**src/rtl/pipe_hazard_ctrl_pkg.sv**
```systemverilog
// rtl/pipe_hazard_ctrl_pkg.sv - shared types for the pipeline hazard controller
package pipe_ctrl_pkg;

   localparam int REG_ADDR_W = 5;

   typedef enum logic [1:0] {
      RUN      = 2'd0,
      MEM_WAIT = 2'd1,
      ERR      = 2'd2
   } ctrl_state_t;

   // Per-stage register controls, shared with the top-level pipeline
   typedef struct packed {
      logic pc_en;
      logic ifid_en;
      logic idex_en;
      logic exmem_en;
      logic memwb_en;
      logic ifid_flush;
      logic idex_flush;
      logic memwb_bubble;
   } stage_ctrl_t;

   localparam stage_ctrl_t STAGE_CTRL_RUN = '{
      pc_en: 1'b1, ifid_en: 1'b1, idex_en: 1'b1, exmem_en: 1'b1, memwb_en: 1'b1,
      ifid_flush: 1'b0, idex_flush: 1'b0, memwb_bubble: 1'b0
   };

endpackage

```
**src/rtl/pipe_hazard_ctrl_if.sv**
```systemverilog
// rtl/pipe_hazard_ctrl_if.sv - stage-side signals of the hazard controller (counters with HAZ_PERF_CNT_EN)
interface pipe_hazard_ctrl_if
`ifdef HAZ_PERF_CNT_EN
#(
   parameter int CNT_W = 32
)
`endif
();
   import pipe_ctrl_pkg::*;

   logic [REG_ADDR_W-1:0] id_rs;
   logic [REG_ADDR_W-1:0] id_rt;
   logic                  id_use_rs;
   logic                  id_use_rt;
   logic                  ex_mem_read;
   logic [REG_ADDR_W-1:0] ex_rd;
   logic                  ex_branch_taken;
   logic                  mem_req;
   logic                  mem_ready;

   logic                  pc_en;
   logic                  ifid_en;
   logic                  idex_en;
   logic                  exmem_en;
   logic                  memwb_en;
   logic                  ifid_flush;
   logic                  idex_flush;
   logic                  memwb_bubble;
   logic                  mem_err;
   logic [1:0]            ctrl_state;
`ifdef HAZ_PERF_CNT_EN
   logic [CNT_W-1:0]      stall_cycles;
   logic [CNT_W-1:0]      flush_count;
`endif

   // Pipeline side: supplies stage information, consumes controls
   modport master (
      output id_rs, id_rt, id_use_rs, id_use_rt, ex_mem_read, ex_rd,
             ex_branch_taken, mem_req, mem_ready,
      input  pc_en, ifid_en, idex_en, exmem_en, memwb_en,
             ifid_flush, idex_flush, memwb_bubble, mem_err, ctrl_state
`ifdef HAZ_PERF_CNT_EN
      , input stall_cycles, flush_count
`endif
   );

   // Controller side
   modport slave (
      input  id_rs, id_rt, id_use_rs, id_use_rt, ex_mem_read, ex_rd,
             ex_branch_taken, mem_req, mem_ready,
      output pc_en, ifid_en, idex_en, exmem_en, memwb_en,
             ifid_flush, idex_flush, memwb_bubble, mem_err, ctrl_state
`ifdef HAZ_PERF_CNT_EN
      , output stall_cycles, flush_count
`endif
   );

endinterface

```
**src/rtl/pipe_hazard_ctrl_load_use_detect.sv**
```systemverilog
// rtl/pipe_hazard_ctrl_load_use_detect.sv - load-use dependency compare for one issue port
module load_use_detect
   import pipe_ctrl_pkg::*;
(
   input  logic                  ex_mem_read,
   input  logic [REG_ADDR_W-1:0] ex_rd,
   input  logic [REG_ADDR_W-1:0] id_rs,
   input  logic [REG_ADDR_W-1:0] id_rt,
   input  logic                  id_use_rs,
   input  logic                  id_use_rt,
   output logic                  load_use
);

   // A load into r0 never creates a dependency; only real source reads count
   always_comb begin
      load_use = ex_mem_read && (ex_rd != '0) &&
                 ((id_use_rs && (id_rs == ex_rd)) || (id_use_rt && (id_rt == ex_rd)));
   end

endmodule

```
**src/rtl/pipe_hazard_ctrl.sv**
```systemverilog
// rtl/pipe_hazard_ctrl.sv - 5-stage pipeline hazard controller (optional counters: HAZ_PERF_CNT_EN)
module pipe_hazard_ctrl
   import pipe_ctrl_pkg::*;
#(
   parameter int MEM_TIMEOUT = 64
`ifdef HAZ_PERF_CNT_EN
   , parameter int CNT_W = 32
`endif
) (
   input logic               clk,
   input logic               rst,
   pipe_hazard_ctrl_if.slave hz
);

   localparam int WAIT_W = $clog2(MEM_TIMEOUT + 1);
   localparam logic [WAIT_W-1:0] WAIT_LAST = WAIT_W'(MEM_TIMEOUT - 1);

   ctrl_state_t       state_q, state_d;
   logic [WAIT_W-1:0] wait_cnt_q, wait_cnt_d;
   logic              mem_err_q, mem_err_d;
   stage_ctrl_t       ctrl;
   logic              mem_busy;
   logic              load_use;

   load_use_detect u_load_use_detect (
      .ex_mem_read (hz.ex_mem_read),
      .ex_rd       (hz.ex_rd),
      .id_rs       (hz.id_rs),
      .id_rt       (hz.id_rt),
      .id_use_rs   (hz.id_use_rs),
      .id_use_rt   (hz.id_use_rt),
      .load_use    (load_use)
   );

   assign mem_busy = hz.mem_req && !hz.mem_ready;

   // Next state, wait watchdog and Mealy stage controls (ERR > mem_busy > branch > load-use)
   always_comb begin
      state_d    = state_q;
      wait_cnt_d = wait_cnt_q;
      mem_err_d  = mem_err_q;
      ctrl       = STAGE_CTRL_RUN;
      case (state_q)
         ERR: begin
            ctrl              = '0;
            ctrl.memwb_bubble = 1'b1;
         end
         RUN, MEM_WAIT: begin
            if (mem_busy) begin
               ctrl.pc_en        = 1'b0;
               ctrl.ifid_en      = 1'b0;
               ctrl.idex_en      = 1'b0;
               ctrl.exmem_en     = 1'b0;
               ctrl.memwb_bubble = 1'b1;
               if (wait_cnt_q == WAIT_LAST) begin
                  state_d    = ERR;
                  mem_err_d  = 1'b1;
                  wait_cnt_d = '0;
               end else begin
                  state_d    = MEM_WAIT;
                  wait_cnt_d = wait_cnt_q + WAIT_W'(1);
               end
            end else begin
               // Memory done (or idle): resume and evaluate control hazards this cycle
               state_d    = RUN;
               wait_cnt_d = '0;
               if (hz.ex_branch_taken) begin
                  // Stage registers give flush priority over their still-high enables
                  ctrl.ifid_flush = 1'b1;
                  ctrl.idex_flush = 1'b1;
               end else if (load_use) begin
                  ctrl.pc_en      = 1'b0;
                  ctrl.ifid_en    = 1'b0;
                  ctrl.idex_flush = 1'b1;
               end
            end
         end
         default: begin
            state_d    = RUN;
            wait_cnt_d = '0;
         end
      endcase
   end

   // State, wait counter and sticky error flag
   always_ff @(posedge clk or negedge rst) begin
      if (!rst) begin
         state_q    <= RUN;
         wait_cnt_q <= '0;
         mem_err_q  <= 1'b0;
      end else begin
         state_q    <= state_d;
         wait_cnt_q <= wait_cnt_d;
         mem_err_q  <= mem_err_d;
      end
   end

   assign hz.pc_en        = ctrl.pc_en;
   assign hz.ifid_en      = ctrl.ifid_en;
   assign hz.idex_en      = ctrl.idex_en;
   assign hz.exmem_en     = ctrl.exmem_en;
   assign hz.memwb_en     = ctrl.memwb_en;
   assign hz.ifid_flush   = ctrl.ifid_flush;
   assign hz.idex_flush   = ctrl.idex_flush;
   assign hz.memwb_bubble = ctrl.memwb_bubble;
   assign hz.mem_err      = mem_err_q;
   assign hz.ctrl_state   = state_q;

`ifdef HAZ_PERF_CNT_EN
   logic [CNT_W-1:0] stall_cycles_q, stall_cycles_d;
   logic [CNT_W-1:0] flush_count_q, flush_count_d;

   // Saturating counters; ifid_flush is raised only by an accepted branch
   always_comb begin
      stall_cycles_d = stall_cycles_q;
      flush_count_d  = flush_count_q;
      if (!ctrl.pc_en && (stall_cycles_q != '1)) begin
         stall_cycles_d = stall_cycles_q + CNT_W'(1);
      end
      if (ctrl.ifid_flush && (flush_count_q != '1)) begin
         flush_count_d = flush_count_q + CNT_W'(1);
      end
   end

   // Counter registers
   always_ff @(posedge clk or negedge rst) begin
      if (!rst) begin
         stall_cycles_q <= '0;
         flush_count_q  <= '0;
      end else begin
         stall_cycles_q <= stall_cycles_d;
         flush_count_q  <= flush_count_d;
      end
   end

   assign hz.stall_cycles = stall_cycles_q;
   assign hz.flush_count  = flush_count_q;
`endif

endmodule
```
**src/flat_wrapper.sv**
```systemverilog
// flat-port wrapper written by rule: the top's interface ports become plain ports
module pipe_hazard_ctrl_flat import pipe_ctrl_pkg::*;
#(
   parameter int MEM_TIMEOUT = 64

)
  (clk, rst, hz_id_rs, hz_id_rt, hz_id_use_rs, hz_id_use_rt, hz_ex_mem_read, hz_ex_rd, hz_ex_branch_taken, hz_mem_req, hz_mem_ready, hz_pc_en, hz_ifid_en, hz_idex_en, hz_exmem_en, hz_memwb_en, hz_ifid_flush, hz_idex_flush, hz_memwb_bubble, hz_mem_err, hz_ctrl_state);
  pipe_hazard_ctrl_if hz_i ();
  input logic clk;
  input logic rst;
  input wire logic [$bits(hz_i.id_rs)-1:0] hz_id_rs;
  input wire logic [$bits(hz_i.id_rt)-1:0] hz_id_rt;
  input wire logic [$bits(hz_i.id_use_rs)-1:0] hz_id_use_rs;
  input wire logic [$bits(hz_i.id_use_rt)-1:0] hz_id_use_rt;
  input wire logic [$bits(hz_i.ex_mem_read)-1:0] hz_ex_mem_read;
  input wire logic [$bits(hz_i.ex_rd)-1:0] hz_ex_rd;
  input wire logic [$bits(hz_i.ex_branch_taken)-1:0] hz_ex_branch_taken;
  input wire logic [$bits(hz_i.mem_req)-1:0] hz_mem_req;
  input wire logic [$bits(hz_i.mem_ready)-1:0] hz_mem_ready;
  output wire logic [$bits(hz_i.pc_en)-1:0] hz_pc_en;
  output wire logic [$bits(hz_i.ifid_en)-1:0] hz_ifid_en;
  output wire logic [$bits(hz_i.idex_en)-1:0] hz_idex_en;
  output wire logic [$bits(hz_i.exmem_en)-1:0] hz_exmem_en;
  output wire logic [$bits(hz_i.memwb_en)-1:0] hz_memwb_en;
  output wire logic [$bits(hz_i.ifid_flush)-1:0] hz_ifid_flush;
  output wire logic [$bits(hz_i.idex_flush)-1:0] hz_idex_flush;
  output wire logic [$bits(hz_i.memwb_bubble)-1:0] hz_memwb_bubble;
  output wire logic [$bits(hz_i.mem_err)-1:0] hz_mem_err;
  output wire logic [$bits(hz_i.ctrl_state)-1:0] hz_ctrl_state;
  assign hz_i.id_rs = hz_id_rs;
  assign hz_i.id_rt = hz_id_rt;
  assign hz_i.id_use_rs = hz_id_use_rs;
  assign hz_i.id_use_rt = hz_id_use_rt;
  assign hz_i.ex_mem_read = hz_ex_mem_read;
  assign hz_i.ex_rd = hz_ex_rd;
  assign hz_i.ex_branch_taken = hz_ex_branch_taken;
  assign hz_i.mem_req = hz_mem_req;
  assign hz_i.mem_ready = hz_mem_ready;
  assign hz_pc_en = hz_i.pc_en;
  assign hz_ifid_en = hz_i.ifid_en;
  assign hz_idex_en = hz_i.idex_en;
  assign hz_exmem_en = hz_i.exmem_en;
  assign hz_memwb_en = hz_i.memwb_en;
  assign hz_ifid_flush = hz_i.ifid_flush;
  assign hz_idex_flush = hz_i.idex_flush;
  assign hz_memwb_bubble = hz_i.memwb_bubble;
  assign hz_mem_err = hz_i.mem_err;
  assign hz_ctrl_state = hz_i.ctrl_state;
  pipe_hazard_ctrl #(.MEM_TIMEOUT(MEM_TIMEOUT)) u_core (.clk(clk), .rst(rst), .hz(hz_i));
endmodule
```
**config.mk**
```make
export PLATFORM = sky130hd
export DESIGN_NAME = pipe_hazard_ctrl_flat
export DESIGN_NICKNAME = d
export VERILOG_FILES = /design/src/rtl/pipe_hazard_ctrl_pkg.sv /design/src/rtl/pipe_hazard_ctrl_if.sv /design/src/rtl/pipe_hazard_ctrl_load_use_detect.sv /design/src/rtl/pipe_hazard_ctrl.sv /design/src/flat_wrapper.sv
export SDC_FILE = /design/constraint.sdc
export NUM_CORES = 1
export LEC_CHECK = 0
export BUFFER_PORTS_ARGS = -buffer_cell sky130_fd_sc_hd__buf_2
export CAP_MARGIN = 40
export CORE_MARGIN = 1
export CORE_UTILIZATION = 46
export DETAILED_ROUTE_END_ITERATION = 6
export PLACE_DENSITY = 0.89
export SLEW_MARGIN = 0
export SYNTH_ARGS = -nofsm -noshare
export SYNTH_HDL_FRONTEND = slang
export SYNTH_SLANG_ARGS = --single-unit
```
**constraint.sdc**
```tcl
create_clock -name clk -period 3.85 [get_ports clk]
set_clock_uncertainty 0.05 [all_clocks]
set_input_delay 0.77 -clock clk [delete_from_list [all_inputs] [get_ports clk]]
set_output_delay 0.77 -clock clk [all_outputs]
set_load 0.005 [all_outputs]
```
==> impl_metrics.toml <==
[run_status]
outcome = "completed"

[critical_path]
endpoint_kind = "primary output"
crit_path_start_kind = "primary input"
required_ns = 3.03
crit_arrival_ns = 1.93
worstPathMaxFanout = 3
critPathKind = "in -> out"

[clocking]
htreeDepth = 1
clkLatencyLatePin_ns = 0.25
postCtsSetupBuffers = 0
clock_sinks = 10
clk_pin_slew_ns = 0.06
cts_buffers = 3
clock_path_buffers = 2
ctsHoldBuffers = 0
cts_tree = "done"
cts_root_buffer = "clkbuf_4"
post_cts_resized = 0

[floorplanning]
dieArea_um2 = 1540
dieHeight_um = 39.25
num_rows = 13
die_width_um = 39.25
core_area_um2 = 1301
io_pins = 34
initial_utilization = 0.4904

[placed_design]
portBuffers = 33
post-dp-hpwl_um = 1204
post-place-cells = 117
placed_area_um2 = 803.3
routabilityCongestion = 0.7848

[routing]
wire_per_inst_um = 11.99
dr.pass1.iters = 4
drtIter0Drc = 16
drc_errors = 0
avgViaCountPerCell = 5.058
vias = 607
ant_nets = 0
totalWireLength_um = 1439

[logic_synthesis]
syn-num-nets = 96
synth_warnings = 0
ys_types = 29
netlist_instances = 72
synth_seq_area_share = 0.3922
syn_area_um2 = 638.1
synth_seq_cells = 10
synth_top_area_frac = 0.3922
synth.avg_cell_area_um2 = 8.863
synth_top_area_cell = "dfrtp_1"
yosys-top-cells-area = "dfrtp_1 39%, xnor2_1 14%, nand2_1 6.5%"

[layout]
fillers = 111
fin_nets = 131
most-common-layout-cells = "33 x buf_2, 11 x nand2_1, 10 x xnor2_1, 10 x dfrtp_1"
fin_area_um2 = 825.8
multi_input_area_um2 = 350.3
final_common_cell = "buf_2"
diodes = 0
syn_to_final_growth_pct = 29.41
stdcell_count = 120
seqCellArea_um2 = 250.2
drive_gt1_frac = 0.3619

[timing]
fin_crit_sh = 0.7137
worstMarginPinSlew_ns = 0.4807
rsz0062_at_grt = "false"
whs_ns = 0.3138
hold_viol = 0
drv_slew = 0
slew_headroom = 0.6789
setup_violations = 0
fin_setup_tns_ns = 0
max_freq_mhz = 363.9
layout_min_cycle_time_ns = 2.748

[grt]
grt_pass1_vias = 466
grt.overflow.total = 0
grt_pass1_wl_um = 1814
antenna_found_initial = 0
grt_use_total = 0.1847
grt_max_degree = 11

[power_and_ir_drop]
ir_worst_vdd_v = 0.0001888
p_per_area_nw_per_um2 = 264.3
total_leakage_power_nw = 0.4173

[worst_hold_path]
hold_class = "in -> async"

[run]
max-cap-violations = 0
layer usage:
layer / share of wire / track usage
met1: 0.40 / 0.2007
met5: 0 / 0
met4: 0 / 0.05172
met3: 0.055 / 0.03468
met2: 0.54 / 0.3542
state kept, by name (all words and copies together) (netlist names):
name	count
u_core.hz.mem_err	1
u_core.hz.ctrl_state	2
u_core.wait_cnt_q	7
worst paths after layout:
check	start	to	slack, ns	cells past startpoint
min in group clk	u_core.hz.mem_err$_DFFE_PN0P_	u_core.hz.mem_err$_DFFE_PN0P_	0.43	1
hold reg to reg	u_core.hz.mem_err$_DFFE_PN0P_	u_core.hz.mem_err$_DFFE_PN0P_	0.43	1
max in group asynchronous	rst	u_core.wait_cnt_q[3]$_DFFE_PN0P_	3.25	1
setup reg to reg	u_core.wait_cnt_q[0]$_DFFE_PN0P_	u_core.wait_cnt_q[1]$_DFFE_PN0P_	2.26	6
hold / removal	rst	u_core.wait_cnt_q[5]$_DFFE_PN0P_	0.31	1
setup / recovery	hz_ex_rd[0]	hz_ifid_en	1.10	5
final cells by class:
class                      count  share of cell area
multi-input combinational     54              0.4242
sequential                    10              0.3030
timing repair buffer          33              0.2000
clock buffer                   3             0.02727
inverter                       5             0.02273
tap                           15             0.02273
report_power, final:
| part | total [W] | internal, W | leakage [nW] | switching (W) |
|---|---|---|---|---|
| registers | 0.000108 | 0.000107 | 0.138 | 0.00000116 |
| clock network | 0.0000664 | 0.0000358 | 0.0138 | 0.0000306 |
| logic | 0.0000440 | 0.0000231 | 0.266 | 0.0000209 |
per-stage QoR:
step / setup WS [ns] / util / total power (W)
detailed placement: 1.110 / 0.6173 / 0.0001539
CTS: 1.104 / 0.6346 / 0.0002204
finish: 1.102 / 0.6346 / 0.0002182
global placement: 1.109 / 0.6173 / 0.0001516
global route: 1.039 / 0.6346 / 0.0002300
floorplan: 1.198 / - / 0.0001310
Yosys cell counts:
library cell / n
o21ai_0: 5
dfrtp_1: 10
o22ai_1: 1
nor3b_2: 1
a22o_1: 1
buf_4: 2
nor2_1: 2
a31oi_1: 1
nand4_1: 2
o21a_1: 1
nand2b_1: 2
or4_1: 1
nand2_1: 11
or3b_2: 1
a21boi_0: 1
nor2b_1: 1
xnor2_1: 10
xor2_1: 2
nand3b_1: 1
inv_1: 5
clkbuf_1: 1
nor3_1: 1
and2_1: 1
and3_1: 1
ha_1: 1
a31o_1: 1
a21oi_1: 1
nand3_1: 3
o311ai_0: 1
kinds of logic (layout without fill, tap and decap cells):
group,after synthesis,after routing,synth area share
buffers and inverters,8,41,0.05881
AND/OR/NAND/NOR,28,28,0.2333
adder cells (fa/ha/maj),1,1,0.01960
XOR/XNOR,12,12,0.1647
AO/OA/AOI/OAI,13,13,0.1314
flip-flops,10,10,0.3922
worst max-delay path: stages:
cell and delay (ns):
buf_2 0.12, or4_1 0.52, o21a_1 0.20, a31oi_1 0.18, buf_2 0.14
Power figures use the tool's default switching activity.
